<file path="src/rtl/mips_pkg.sv">
// Shared encodings for the multi-cycle MIPS control path: opcodes, FSM states and the
// control word produced by the state decoder.
package mips_pkg;

  localparam logic [5:0] OP_RTYPE = 6'h00;
  localparam logic [5:0] OP_LW    = 6'h23;
  localparam logic [5:0] OP_SW    = 6'h2B;
  localparam logic [5:0] OP_ADDI  = 6'h08;
  localparam logic [5:0] OP_BEQ   = 6'h04;
  localparam logic [5:0] OP_BNE   = 6'h05;
  localparam logic [5:0] OP_J     = 6'h02;

  typedef enum logic [3:0] {
    StFetch, StDecode, StMemAdr, StMemRd, StMemWb, StMemWr, StExec,
    StRwb, StIExec, StIwb, StBranch, StJump, StHalt
  } state_e;

  typedef enum logic [1:0] {AluAdd = 2'b00, AluSub = 2'b01, AluFunct = 2'b10} alu_op_e;
  typedef enum logic [1:0] {SrcBReg, SrcBFour, SrcBImm, SrcBImmSh} alu_src_b_e;
  typedef enum logic [1:0] {PcAlu, PcAluOut, PcJump} pc_source_e;

  // *_rdy fields only take effect on the cycle the memory reports ready.
  typedef struct packed {
    logic       pc_write;
    logic       pc_write_rdy;
    logic       branch;
    logic       iord;
    logic       mem_read;
    logic       mem_write;
    logic       ir_write_rdy;
    logic       mem_to_reg;
    logic       reg_dst;
    logic       reg_write;
    logic       alu_src_a;
    alu_src_b_e alu_src_b;
    alu_op_e    alu_op;
    pc_source_e pc_source;
    logic       retire;
    logic       retire_rdy;
    logic       halted;
  } ctrl_t;

endpackage

</file>
<file path="src/rtl/multicycle_control_if.sv">
// Control-path bundle between the multi-cycle controller and the datapath/memory.
interface multicycle_control_if;

  logic [5:0]  Op;
  logic        Zero;
  logic        MemReady;
  logic        PCEn;
  logic        IorD;
  logic        MemRead;
  logic        MemWrite;
  logic        IRWrite;
  logic        MemtoReg;
  logic        RegDst;
  logic        RegWrite;
  logic        ALUSrcA;
  logic [1:0]  ALUSrcB;
  logic [1:0]  ALUOp;
  logic [1:0]  PCSource;
  logic        Retire;
  logic [31:0] InstrCount;
  logic        Halted;

  modport master (
    input  Op, Zero, MemReady,
    output PCEn, IorD, MemRead, MemWrite, IRWrite, MemtoReg, RegDst, RegWrite,
           ALUSrcA, ALUSrcB, ALUOp, PCSource, Retire, InstrCount, Halted
  );

  modport slave (
    output Op, Zero, MemReady,
    input  PCEn, IorD, MemRead, MemWrite, IRWrite, MemtoReg, RegDst, RegWrite,
           ALUSrcA, ALUSrcB, ALUOp, PCSource, Retire, InstrCount, Halted
  );

endinterface

</file>
<file path="src/rtl/mc_outdecode.sv">
// Combinational state-to-control-word decoder for the multi-cycle controller.
module mc_outdecode
  import mips_pkg::*;
(
  input  state_e state_i,
  output ctrl_t  ctrl_o
);

  always_comb begin
    ctrl_o = '0;
    unique case (state_i)
      StFetch: begin
        ctrl_o.mem_read     = 1'b1;
        ctrl_o.alu_src_b    = SrcBFour;
        ctrl_o.pc_write_rdy = 1'b1;
        ctrl_o.ir_write_rdy = 1'b1;
      end
      StDecode: ctrl_o.alu_src_b = SrcBImmSh;
      StMemAdr: begin
        ctrl_o.alu_src_a = 1'b1;
        ctrl_o.alu_src_b = SrcBImm;
      end
      StMemRd: begin
        ctrl_o.iord     = 1'b1;
        ctrl_o.mem_read = 1'b1;
      end
      StMemWb: begin
        ctrl_o.mem_to_reg = 1'b1;
        ctrl_o.reg_write  = 1'b1;
        ctrl_o.retire     = 1'b1;
      end
      StMemWr: begin
        ctrl_o.iord       = 1'b1;
        ctrl_o.mem_write  = 1'b1;
        ctrl_o.retire_rdy = 1'b1;
      end
      StExec: begin
        ctrl_o.alu_src_a = 1'b1;
        ctrl_o.alu_op    = AluFunct;
      end
      StRwb: begin
        ctrl_o.reg_dst   = 1'b1;
        ctrl_o.reg_write = 1'b1;
        ctrl_o.retire    = 1'b1;
      end
      StIExec: begin
        ctrl_o.alu_src_a = 1'b1;
        ctrl_o.alu_src_b = SrcBImm;
      end
      StIwb: begin
        ctrl_o.reg_write = 1'b1;
        ctrl_o.retire    = 1'b1;
      end
      StBranch: begin
        ctrl_o.alu_src_a = 1'b1;
        ctrl_o.alu_op    = AluSub;
        ctrl_o.pc_source = PcAluOut;
        ctrl_o.branch    = 1'b1;
        ctrl_o.retire    = 1'b1;
      end
      StJump: begin
        ctrl_o.pc_source = PcJump;
        ctrl_o.pc_write  = 1'b1;
        ctrl_o.retire    = 1'b1;
      end
      StHalt: ctrl_o.halted = 1'b1;
      default: ;
    endcase
  end

endmodule

</file>
<file path="src/rtl/multicycle_control.sv">
// Main control FSM of the multi-cycle MIPS datapath with retired-instruction counter.
// Outputs are held low combinationally while reset is asserted.
module multicycle_control
  import mips_pkg::*;
(
  input  logic                        CLK,
  input  logic                        reset,
  multicycle_control_if.master        mc_if
);

  state_e      state_q, state_d;
  logic        bne_q, bne_d;
  logic        sw_q, sw_d;
  logic [31:0] instr_count_q, instr_count_d;
  ctrl_t       ctrl;
  logic        pc_en;
  logic        retire;

  mc_outdecode u_outdecode (
    .state_i(state_q),
    .ctrl_o (ctrl)
  );

  always_comb begin
    state_d = state_q;
    bne_d   = bne_q;
    sw_d    = sw_q;
    unique case (state_q)
      StFetch: begin
        bne_d = 1'b0;
        sw_d  = 1'b0;
        if (mc_if.MemReady) state_d = StDecode;
      end
      StDecode: begin
        bne_d = (mc_if.Op == OP_BNE);
        sw_d  = (mc_if.Op == OP_SW);
        case (mc_if.Op)
          OP_RTYPE:      state_d = StExec;
          OP_LW, OP_SW:  state_d = StMemAdr;
          OP_ADDI:       state_d = StIExec;
          OP_BEQ, OP_BNE: state_d = StBranch;
          OP_J:          state_d = StJump;
          default:       state_d = StHalt;
        endcase
      end
      StMemAdr: state_d = sw_q ? StMemWr : StMemRd;
      StMemRd:  if (mc_if.MemReady) state_d = StMemWb;
      StMemWr:  if (mc_if.MemReady) state_d = StFetch;
      StExec:   state_d = StRwb;
      StIExec:  state_d = StIwb;
      StMemWb, StRwb, StIwb, StBranch, StJump: state_d = StFetch;
      StHalt:   state_d = StHalt;
      default:  state_d = StFetch;
    endcase
  end

  always_comb begin
    pc_en = ctrl.pc_write
          | (ctrl.pc_write_rdy & mc_if.MemReady)
          | (ctrl.branch & (bne_q ? ~mc_if.Zero : mc_if.Zero));
    retire = ctrl.retire | (ctrl.retire_rdy & mc_if.MemReady);
    instr_count_d = retire ? instr_count_q + 32'd1 : instr_count_q;
  end

  always_ff @(posedge CLK or negedge reset) begin
    if (!reset) begin
      state_q       <= StFetch;
      bne_q         <= 1'b0;
      sw_q          <= 1'b0;
      instr_count_q <= 32'd0;
    end else begin
      state_q       <= state_d;
      bne_q         <= bne_d;
      sw_q          <= sw_d;
      instr_count_q <= instr_count_d;
    end
  end

  // Gating by reset suppresses in-flight requests without waiting for a clock edge.
  assign mc_if.PCEn       = reset & pc_en;
  assign mc_if.IorD       = reset & ctrl.iord;
  assign mc_if.MemRead    = reset & ctrl.mem_read;
  assign mc_if.MemWrite   = reset & ctrl.mem_write;
  assign mc_if.IRWrite    = reset & ctrl.ir_write_rdy & mc_if.MemReady;
  assign mc_if.MemtoReg   = reset & ctrl.mem_to_reg;
  assign mc_if.RegDst     = reset & ctrl.reg_dst;
  assign mc_if.RegWrite   = reset & ctrl.reg_write;
  assign mc_if.ALUSrcA    = reset & ctrl.alu_src_a;
  assign mc_if.ALUSrcB    = {2{reset}} & ctrl.alu_src_b;
  assign mc_if.ALUOp      = {2{reset}} & ctrl.alu_op;
  assign mc_if.PCSource   = {2{reset}} & ctrl.pc_source;
  assign mc_if.Retire     = reset & retire;
  assign mc_if.InstrCount = {32{reset}} & instr_count_q;
  assign mc_if.Halted     = reset & ctrl.halted;

endmodule

</file>
<file path="src/flat_wrapper.sv">
// flat-port wrapper written by rule: the top's interface ports become plain ports
module multicycle_control_flat import mips_pkg::*;
  (CLK, reset, mc_if_Op, mc_if_Zero, mc_if_MemReady, mc_if_PCEn, mc_if_IorD, mc_if_MemRead, mc_if_MemWrite, mc_if_IRWrite, mc_if_MemtoReg, mc_if_RegDst, mc_if_RegWrite, mc_if_ALUSrcA, mc_if_ALUSrcB, mc_if_ALUOp, mc_if_PCSource, mc_if_Retire, mc_if_InstrCount, mc_if_Halted);
  multicycle_control_if mc_if_i ();
  input  logic CLK;
  input  logic reset;
  input wire logic [$bits(mc_if_i.Op)-1:0] mc_if_Op;
  input wire logic [$bits(mc_if_i.Zero)-1:0] mc_if_Zero;
  input wire logic [$bits(mc_if_i.MemReady)-1:0] mc_if_MemReady;
  output wire logic [$bits(mc_if_i.PCEn)-1:0] mc_if_PCEn;
  output wire logic [$bits(mc_if_i.IorD)-1:0] mc_if_IorD;
  output wire logic [$bits(mc_if_i.MemRead)-1:0] mc_if_MemRead;
  output wire logic [$bits(mc_if_i.MemWrite)-1:0] mc_if_MemWrite;
  output wire logic [$bits(mc_if_i.IRWrite)-1:0] mc_if_IRWrite;
  output wire logic [$bits(mc_if_i.MemtoReg)-1:0] mc_if_MemtoReg;
  output wire logic [$bits(mc_if_i.RegDst)-1:0] mc_if_RegDst;
  output wire logic [$bits(mc_if_i.RegWrite)-1:0] mc_if_RegWrite;
  output wire logic [$bits(mc_if_i.ALUSrcA)-1:0] mc_if_ALUSrcA;
  output wire logic [$bits(mc_if_i.ALUSrcB)-1:0] mc_if_ALUSrcB;
  output wire logic [$bits(mc_if_i.ALUOp)-1:0] mc_if_ALUOp;
  output wire logic [$bits(mc_if_i.PCSource)-1:0] mc_if_PCSource;
  output wire logic [$bits(mc_if_i.Retire)-1:0] mc_if_Retire;
  output wire logic [$bits(mc_if_i.InstrCount)-1:0] mc_if_InstrCount;
  output wire logic [$bits(mc_if_i.Halted)-1:0] mc_if_Halted;
  assign mc_if_i.Op = mc_if_Op;
  assign mc_if_i.Zero = mc_if_Zero;
  assign mc_if_i.MemReady = mc_if_MemReady;
  assign mc_if_PCEn = mc_if_i.PCEn;
  assign mc_if_IorD = mc_if_i.IorD;
  assign mc_if_MemRead = mc_if_i.MemRead;
  assign mc_if_MemWrite = mc_if_i.MemWrite;
  assign mc_if_IRWrite = mc_if_i.IRWrite;
  assign mc_if_MemtoReg = mc_if_i.MemtoReg;
  assign mc_if_RegDst = mc_if_i.RegDst;
  assign mc_if_RegWrite = mc_if_i.RegWrite;
  assign mc_if_ALUSrcA = mc_if_i.ALUSrcA;
  assign mc_if_ALUSrcB = mc_if_i.ALUSrcB;
  assign mc_if_ALUOp = mc_if_i.ALUOp;
  assign mc_if_PCSource = mc_if_i.PCSource;
  assign mc_if_Retire = mc_if_i.Retire;
  assign mc_if_InstrCount = mc_if_i.InstrCount;
  assign mc_if_Halted = mc_if_i.Halted;
  multicycle_control u_core (.CLK(CLK), .reset(reset), .mc_if(mc_if_i));
endmodule
</file>
<file path="config.mk">
export PLATFORM = sky130hd
export DESIGN_NAME = multicycle_control_flat
export DESIGN_NICKNAME = d
export VERILOG_FILES = /design/src/rtl/mips_pkg.sv /design/src/rtl/multicycle_control_if.sv /design/src/rtl/mc_outdecode.sv /design/src/rtl/multicycle_control.sv /design/src/flat_wrapper.sv
export SDC_FILE = /design/constraint.sdc
export NUM_CORES = 1
export LEC_CHECK = 0
export CORE_UTILIZATION = 50
export DETAILED_ROUTE_END_ITERATION = 10
export GPL_ROUTABILITY_DRIVEN = 0
export PLACE_DENSITY = 0.81
export SYNTH_ARGS = -nofsm -noshare
export SYNTH_HDL_FRONTEND = slang
export SYNTH_HIERARCHICAL = 1
export SYNTH_SLANG_ARGS = --single-unit
</file>
<file path="constraint.sdc">
create_clock -name CLK -period 2.45 [get_ports CLK]
set_input_delay 0.245 -clock CLK [delete_from_list [all_inputs] [get_ports CLK]]
set_output_delay 0.245 -clock CLK [all_outputs]
set_load 0.005 [all_outputs]
</file>
# == Yosys cells after proc, flatten, opt, wreduce, memory -nomap -nowiden ==
# Cells that the tools add are included.
# classes
n_addsub,1
multipliers,0
div_mod_pow,0
magnitude_cmp,0
eq_ne,21
n_shift,0
mux,24
bitwise,23
n_reduce_logical,12
# ops
cell,count
$add A32 B1 Y32 const B,1
$and A32 B32 Y32,1
$pmux W4 S8,1
$eq A4 B4 Y1 const B,5
$pmux W4 S5,1
$eq A4 B3 Y1 const B,4
$and A1 B1 Y1,15
$mux W1,13
$eq A6 B3 Y1 const B,2
$eq A6 B6 Y1 const B,2
$mux W4,3
$reduce_or A2 Y1,5
$eq A4 B2 Y1 const B,2
$pmux W2 S2,2
$and A2 B2 Y2,3
$eq A6 B2 Y1 const B,1
$eq A6 B4 Y1 const B,1
$logic_not A6 Y1,1
$ne A2 B2 Y1 const B,3
$pmux W2 S3,1
$reduce_or A5 Y1,1
$eq A4 B1 Y1 const B,1
$logic_not A4 Y1,1
$pmux W1 S2,2
7 further kinds,9
# totals
reg_bits,38
latch_bits,0
ramBits,0
mem_bits_ro,0
in_bits,10
output_inout_bits,49
word_cells,85
n_memories,0

# == Longest topological paths before layout ==
# Gate-level depths: netlist of run 1.
# depth
word_depth,6
ltp_mapped,8
mapped_depth_nobuf,6

# == By module ==
# Netlist of run 1, hierarchy kept.
# modules_own_cells
module,n_inst,cells_each,area_each_um2,seq_area_each_um2
multicycle_control,1,241,2258.4,950.9
mc_outdecode,1,36,235.2,0.0

# == Worst setup path after synthesis of run 1 ==
# OpenSTA, ideal clock, no wires.
# synth_timing
kind,register to register
startpoint,reg u_core.state_q[0]
endpoint,reg u_core.instr_count_q[16]
setup_time_ns,0.123
arrival_time_ns,1.920
required_ns,2.327
setup_slack_ns,0.407
path_stages_with_launch,9
path_buffers,2
synth_period_minus_slack_ns,2.043
cell_sequence,dfrtp_1 buf_2 inv_1 nor3_1 a21oi_2 nor3_1 buf_2 nand4_1 xnor2_1
# synth_lines
item,line_no,source
start: declaration,multicycle_control.sv:11,"state_e state_q, state_d;"
start signal: assignment,multicycle_control.sv:67,state_q <= StFetch;
start signal: assignment,multicycle_control.sv:72,state_q <= state_d;
end signal: assignment,multicycle_control.sv:75,instr_count_q <= instr_count_d;
end: declaration,multicycle_control.sv:14,"logic [31:0] instr_count_q, instr_count_d;"

==> Flow_metrics.wiki, run 1 <==
{| class="wikitable"
! Metric !! Value
|-
| Worst clock skew on the final layout || roughly 0.011 ns
|-
| Number of DRC violations after detailed-routing iteration 0 || approximately 140
|-
| Largest cells by area after synthesis || dfrtp_1 38%, and2_1 12%, xnor2_1 9.5%, nand4_1 4.3%, nand3_1 3.4%
|-
| Standard-cell row count || 25
|-
| Endpoints failing hold || 0
|-
| Clock-pin slew reported for the worst setup and hold paths after clock tree synthesis || 0.08 ns
|-
| Total die area || 5270 um2
|-
| Post-detailed-route DRC marker count || 0
|-
| Gr busiest metal || met2
|-
| Final critical-path share of the clock period || a little under 100%
|-
| TritonCTS clock tree || built
|-
| Cells along the critical path || or4b_4 -> nand4_1 -> a21o_1 -> and2_1 -> clkdlybuf4s50_1
|-
| Highest clock frequency the design can meet || 415 MHz
|-
| Buffer levels on the longest clock path || 2
|-
| Largest net degree at the start of global routing || 45
|-
| Final design instance area without fill || between 3000 and 4000 um2
|-
| Data arrival time of the critical path || about 2.2 ns
|-
| H-Tree Depth || 2
|-
| Kind of end point of the critical path || output pin
|-
| Mean instance size in the synthesized netlist || 9.00 um2
|-
| Horizontal die dimension || 72.6 um
|-
| Number of buffer cells added on primary ports || 58
|-
| Count of vias placed by the detailed router || 2160
|-
| Total global routing track utilization || 22.6%
|-
| Global-route wire length before repair || 9210 um
|-
| Largest vdd supply drop || 0.000351 V
|-
| Number of global-route vias before repair || 1960
|-
| Overall overflow remaining after global route || 0
|-
| Clock latency at the later pin of the worst-skew pair || 0.30 ns
|-
| Number of unique standard cell types used by synthesis || 46
|-
| GRT met1 Usage || 30.7%
|-
| Synth Register Bits || 38
|-
| Areal power density over the cells || just under 700 nW/um2
|-
| Synth top area share || 38.1%
|-
| Total wire length after detailed routing || 5320 um
|-
| Lkg Pwr || between 1 and 1.5 nW
|-
| Time the final worst path needs with I/O delays and setup || 2.41 ns
|-
| Yosys synthesis warning count || 6
|-
| Number of cells on the worst reg-to-reg path || 7
|-
| Final slew viol count || 0
|-
| Final layout net count || 348
|-
| Data required time of the critical path || 2.20 ns
|-
| Sequential area share after synthesis || between 30% and 40%
|-
| Area added between synthesis and finish || 32.6%
|-
| Clk sinks || 38
|-
| Classification of the worst setup path || flop to output pin
|-
| Antenna violations before repair || 0
|-
| Area after DPL || 3130 um2
|-
| Slowest CP cell || or4b_4
|-
| Worst slew slack as a fraction of its limit || 53.2%
|-
| Destination of the worst register-to-register timing path || u_core/instr_count_q[11]$_DFFE_PN0N_
|-
| # fillers || 375
|-
| Inserted Diodes || 0
|-
| Startpoint of the lowest-slack register-to-register path || u_core/state_q[0]$_DFFE_PN0P_
|-
| WL/cell || around 13 um
|-
| Worst Tran Pin Value || between 0.6 and 0.7 ns
|-
| Critical Path Start || u_core/state_q[0]$_DFFE_PN0P_
|-
| Cell chosen for the clock root || clkbuf_8
|-
| Die extent in y || 72.6 um
|-
| Leading cell type in the layout, fill and taps excluded || clkdlybuf4s50_1
|-
| Sum of net half-perimeters after detailed placement || just under 4000 um
|-
| Number of nets with antenna violations after routing || 0
|-
| Commonest non-fill, non-tap cells in the layout || 57 x clkdlybuf4s50_1, 47 x and2_1, 36 x dfrtp_1
|-
| Syn_nets || 288
|-
| Routed vias/inst || 5.33
|-
| Core Region || 4750 um2
|-
| Total design power || 2.28 mW
|-
| Max-cap violations || 0
|-
| Cts bufs inserted || 5
|-
| Final Setup Violations || 0
|-
| Category of the worst setup path launch point || flop
|-
| Critical Path End || mc_if_Retire
|-
| Largest area contributor in the netlist || dfrtp_1
|-
| Post-synthesis instance area || between 2000 and 2500 um2
|-
| Class of the tightest hold or removal check || primary input to async pin
|-
| First-pass iteration count of the detailed router || 4
|-
| Number of primary I/O pins || 59
|-
| Number of cells produced by synthesis || around 280
|-
| Met3 GRT Util || about 4.7%
|-
| Ratio of cells with drive above 1 in the final layout || 9.76%
|-
| Stage delay of the slowest cell on the critical path || ~0.54 ns
|-
| Initial Utilization || 52.4%
|-
| Status || finished clean
|-
| Crit Path Max Fanout || 5
|-
| Minimum setup slack among reg-to-reg paths || roughly 0.21 ns
|-
| Global routing met2 resource utilization || a little over a third
|}
power breakdown:
group          internal [mW]  total (mW)  leakage, nW  switching (mW)
combinational          0.430       0.862        0.836           0.431
sequential             0.697       0.778        0.517          0.0817
clock                  0.408       0.641       0.0683           0.233
total                   1.53        2.28         1.42           0.746
timing repair:
action                     in CTS  in global routing
pin swaps                       0                  2
setup buffers                   1                  3
hold buffers                    1                  0
resized for setup               1                  1
setup endpoints to repair       1                  1
hold endpoints to repair        3                  0
registers in the layout (all words and copies together), names as in the netlist:
signal / count
u_core/instr_count_q: 32
u_core/state_q: 4
u_core/bne_q: 1
u_core/sw_q: 1
metrics by stage:
step	setup WS [ns]	hold WS (ns)	utilization [%]	std cells	setup TNS, ns
CTS	0.00242	0.381	69.0	402	0
finish	0.0413	0.379	69.5	405	0
global placement	0.279	0.166	65.7	392	0
global route	-0.0255	0.414	69.5	405	-0.0255
detailed placement	0.216	0.166	65.7	392	0
floorplan	0.407	-0.0506	-	277	0
metal layers:
| metal | routed length (um) | vias up |
|---|---|---|
| met5 | 0 | - |
| met4 | 85 | 0 |
| met3 | 220 | 10 |
| met2 | 2510 | 58 |
| met1 | 2500 | 1012 |
| li1 | - | 1080 |
worst max-delay path, delay by kind of cell, from the launching register on:
kind | cells | cell delay, ns
AND/OR/NAND/NOR | 3 | 0.81
buffers and inverters | 1 | 0.49
flip-flops | 1 | 0.44
AO/OA/AOI/OAI | 1 | 0.14
final cells by class:
class / instances / area [um2] / area share, %
clock buffers: 5 / 68.8 / 2.08
clock inverters: 3 / 68.8 / 2.08
inverters: 8 / 30.0 / 0.908
multi-input cells: 211 / 1400 / 42.3
flip-flops and latches: 38 / 953 / 28.8
well taps: 67 / 83.8 / 2.54
repair buffers: 73 / 703 / 21.3
cells by family (layout without fill, tap and decap cells):
kind of cell	count (synthesis)	in the layout	synth area share, %
buf+inv	28	89	5.82
mux	1	1	0.401
fa+ha+maj	1	1	0.502
xor+xnor	36	36	12.6
simple gates	152	152	36.5
flops	38	38	38.1
compound gates	21	21	6.02
cells in the mapped netlist, drive strengths merged:
library cell  count
xor2              9
buf              13
nor2b             1
nor2             12
nand2b            1
ha                1
and2             48
o2111ai           2
xnor2            27
and3              7
o21bai            1
nor4b             1
a41oi             1
dfrtp            38
a21o              1
nand3b            3
or3b              1
nor4              5
nor3b             1
inv               8
clkbuf            7
o21a              1
o211a             1
nor3             13
and4              1
nand4bb           1
nand3            18
nand4b            2
a221oi            1
nand4            19
nand2            16
a21oi             4
or4b              1
a211oi            2
and4b             1
a31oi             1
o41ai             2
o21ai             4
mux2i             1
worst min-delay path by stage:
stage / startpoint / end / slack [ns] / cells past startpoint
after floorplan: reset / u_core/bne_q$_DFFE_PN0P_ / -0.05 / 0
after global placement: reset / u_core/instr_count_q[25]$_DFFE_PN0N_ / 0.17 / 1
after detailed placement: reset / u_core/instr_count_q[25]$_DFFE_PN0N_ / 0.17 / 1
after CTS: reset / u_core/instr_count_q[25]$_DFFE_PN0N_ / 0.38 / 2
after global routing: reset / u_core/instr_count_q[25]$_DFFE_PN0N_ / 0.41 / 2
final: reset / u_core/instr_count_q[25]$_DFFE_PN0N_ / 0.38 / 2
Power figures use the tool's default switching activity.
==> run 2: changes to the inputs <==
--- a/config.mk
+++ b/config.mk
@@ -8,7 +8,7 @@
 export CORE_UTILIZATION = 50
 export DETAILED_ROUTE_END_ITERATION = 10
 export GPL_ROUTABILITY_DRIVEN = 0
-export PLACE_DENSITY = 0.81
+export PLACE_DENSITY = 0.8
 export SYNTH_ARGS = -nofsm -noshare
 export SYNTH_HDL_FRONTEND = slang
 export SYNTH_HIERARCHICAL = 1
==> run 2 against run 1 <==
Effect of this change: core utilization down 1.3 points; worst setup slack improved by 0.061 ns; final cell count shrank 0.49%; combinational power fell by 3.2%; clock skew is 0.0044 ns lower; critical path depth did not move; global-route usage down 0.64 points; sequential power barely moved; sequential share of layout area grew 0.55 points; first-iteration DRC count fell by 5.6%; die area unchanged; critical endpoint unchanged; largest cell class unchanged.
==> Flow_metrics.wiki, run 2 (same netlist as run 1, synthesis figures left out) <==
{| class="wikitable"
! Metric !! Value
|-
| Sum of net half-perimeters after detailed placement || 3860 um (-0.13%)
|-
| Worst clock skew on the final layout || 0.00621 ns (-0.00440 ns)
|-
| Data arrival time of the critical path || 2.10 ns (-0.06 ns)
|-
| Data required time of the critical path || 2.20 ns (about the same)
|-
| Final critical-path share of the clock period || 95.8% (-2.5 points)
|-
| Number of buffer cells added on primary ports || 58 (unchanged)
|-
| Class of the tightest hold or removal check || flop to flop
|-
| TritonCTS clock tree || built
|-
| Clock-pin slew reported for the worst setup and hold paths after clock tree synthesis || 0.07 ns (about the same)
|-
| Total wire length after detailed routing || 5320 um (about the same)
|-
| Horizontal die dimension || 72.6 um (unchanged)
|-
| Endpoints failing hold || 0 (unchanged)
|-
| Number of DRC violations after detailed-routing iteration 0 || 136 (-5.6%)
|-
| Ratio of cells with drive above 1 in the final layout || 8.93% (-0.83 points)
|-
| H-Tree Depth || 2 (unchanged)
|-
| Kind of end point of the critical path || output pin
|-
| Area after DPL || 3110 um2 (-0.48%)
|-
| Die extent in y || 72.6 um (unchanged)
|-
| Number of global-route vias before repair || 1998 (+1.9%)
|-
| Crit Path Max Fanout || 3 (-2)
|-
| Antenna violations before repair || 0 (unchanged)
|-
| Post-detailed-route DRC marker count || 0 (unchanged)
|-
| WL/cell || 13.2 um (+0.53%)
|-
| Number of primary I/O pins || 59 (unchanged)
|-
| Count of vias placed by the detailed router || 2153 (-0.32%)
|-
| Classification of the worst setup path || flop to output pin
|-
| Lkg Pwr || 1.39 nW (-2.2%)
|-
| Final Setup Violations || 0 (unchanged)
|-
| Max-cap violations || 0 (unchanged)
|-
| Initial Utilization || 52.4% (unchanged)
|-
| First-pass iteration count of the detailed router || 4 (unchanged)
|-
| Number of flip-flops under the largest register name || 32 (unchanged)
|-
| Areal power density over the cells || 633 nW/um2 (-8.3%)
|-
| Routed vias/inst || 5.34 (+0.17%)
|-
| Total global routing track utilization || 22.0% (-0.64 points)
|-
| Buffer levels on the longest clock path || 2 (unchanged)
|-
| Overall overflow remaining after global route || 0 (unchanged)
|-
| Cell chosen for the clock root || clkbuf_8
|-
| Total die area || 5270 um2 (unchanged)
|-
| Setup repair after global routing missed its margin || no
|-
| Core Region || 4750 um2 (unchanged)
|-
| Cts bufs inserted || 5 (unchanged)
|-
| Largest register by flop count || u_core/instr_count_q
|-
| Largest net degree at the start of global routing || 57 (+27%)
|-
| Worst slew slack as a fraction of its limit || 52.7% (-0.49 points)
|-
| Clk sinks || 38 (unchanged)
|-
| Final slew viol count || 0 (unchanged)
|-
| Global-route wire length before repair || 9130 um (-0.90%)
|-
| Clock latency at the later pin of the worst-skew pair || 0.28 ns (-0.02 ns)
|-
| Leading cell type in the layout, fill and taps excluded || clkdlybuf4s50_1
|-
| Number of nets with antenna violations after routing || 0 (unchanged)
|-
| Setup tns final || 0 ns (unchanged)
|-
| Worst hold path depth || 1
|-
| Commonest non-fill, non-tap cells in the layout || 57 x clkdlybuf4s50_1, 47 x and2_1, 36 x dfrtp_1
|-
| Number of cells on the worst reg-to-reg path || 6 (-1)
|-
| Inserted Diodes || 0 (unchanged)
|-
| Highest clock frequency the design can meet || 426 MHz (+2.6%)
|-
| Largest vdd supply drop || 0.000322 V (-8.1%)
|-
| Time the final worst path needs with I/O delays and setup || 2.35 ns (-0.0606 ns)
|-
| Worst Tran Pin Value || 0.705 ns (+0.00730 ns)
|-
| Final layout net count || 346 (-0.57%)
|-
| Category of the worst setup path launch point || flop
|-
| # fillers || 417 (+11%)
|-
| Final design instance area without fill || 3240 um2 (-1.9%)
|-
| Area added between synthesis and finish || 30.1%
|-
| Standard-cell row count || 25 (unchanged)
|-
| Status || finished clean
|-
| Largest regs || u_core/instr_count_q: 32 flops, u_core/state_q: 4 flops
|}
run 2: changes by cell type in the layout (fill, tap and decap cells not counted), sizes merged:
cell / before / now
buf: 15 / 13
bufinv: 2 / 0
clkbuf: 5 / 7
run 2: stage by stage:
stage                     hold slack (ns)  utilization (%)  instances  setup WS [ns]  power [mW]
after floorplan                   -0.0506                -        277          0.407        1.29
after CTS                           0.463             68.1        402         0.0157        2.04
after global placement              0.239             65.4        390          0.297        1.55
after global routing                0.493             68.2        403         0.0221        2.20
after detailed placement            0.244             65.4        390          0.254        1.57
final                               0.461             68.2        403          0.102        2.05
run 2: area by class of cell:
| cell class | count | area [um2] | area share, % |
|---|---|---|---|
| clock buffers | 7 | 86.3 | 2.66 |
| clock inverters | 1 | 5.00 | 0.154 |
| inverters | 8 | 30.0 | 0.926 |
| multi-input cells | 211 | 1400 | 43.1 |
| flip-flops and latches | 38 | 953 | 29.4 |
| well taps | 67 | 83.8 | 2.58 |
| repair buffers | 71 | 688 | 21.2 |
run 2: what timing repair did:
action	4_1_cts	5_1_grt
setup endpoints to repair	1	1
buffers inserted	3	1
endpoints found under the hold margin	38	0
hold buffers	1	0
gates resized for setup	2	0
run 2: worst max-delay path, cell delays in order, from the launching register on:
cell	delay (ns)
dfrtp_1	0.40
or4b_4	0.55
nand4_1	0.15
a21o_1	0.12
and2_1	0.12
clkdlybuf4s50_1	0.49
run 2: worst paths after layout:
check                                                     startpoint                              endpoint  slack [ns]
worst max-delay path                   u_core/state_q[0]$_DFFE_PN0P_                          mc_if_Retire        0.10
worst min register to register  u_core/instr_count_q[31]$_DFFE_PN0N_  u_core/instr_count_q[31]$_DFFE_PN0N_        0.46
worst max register to register         u_core/state_q[0]$_DFFE_PN0P_  u_core/instr_count_q[11]$_DFFE_PN0N_        0.35
min in group asynchronous                                      reset  u_core/instr_count_q[25]$_DFFE_PN0N_        0.47
max in group asynchronous                                      reset  u_core/instr_count_q[13]$_DFFE_PN0N_        1.73
worst min-delay path            u_core/instr_count_q[31]$_DFFE_PN0N_  u_core/instr_count_q[31]$_DFFE_PN0N_        0.46
run 2: per-layer routing:
| metal | global-route usage, % | vias to the layer above | part of all wire [%] |
|---|---|---|---|
| met3 | 3.18 | 5 | 4.8 |
| li1 | - | 1079 | - |
| met1 | 31.2 | 1014 | 47 |
| met2 | 34.9 | 55 | 47 |
| met5 | 0 | - | 0 |
| met4 | 6.54 | 0 | 1.0 |
run 2: power by group:
group | internal (mW) | switching [mW]
clock network | 0.227 | 0.212
registers | 0.697 | 0.0835
logic | 0.421 | 0.413
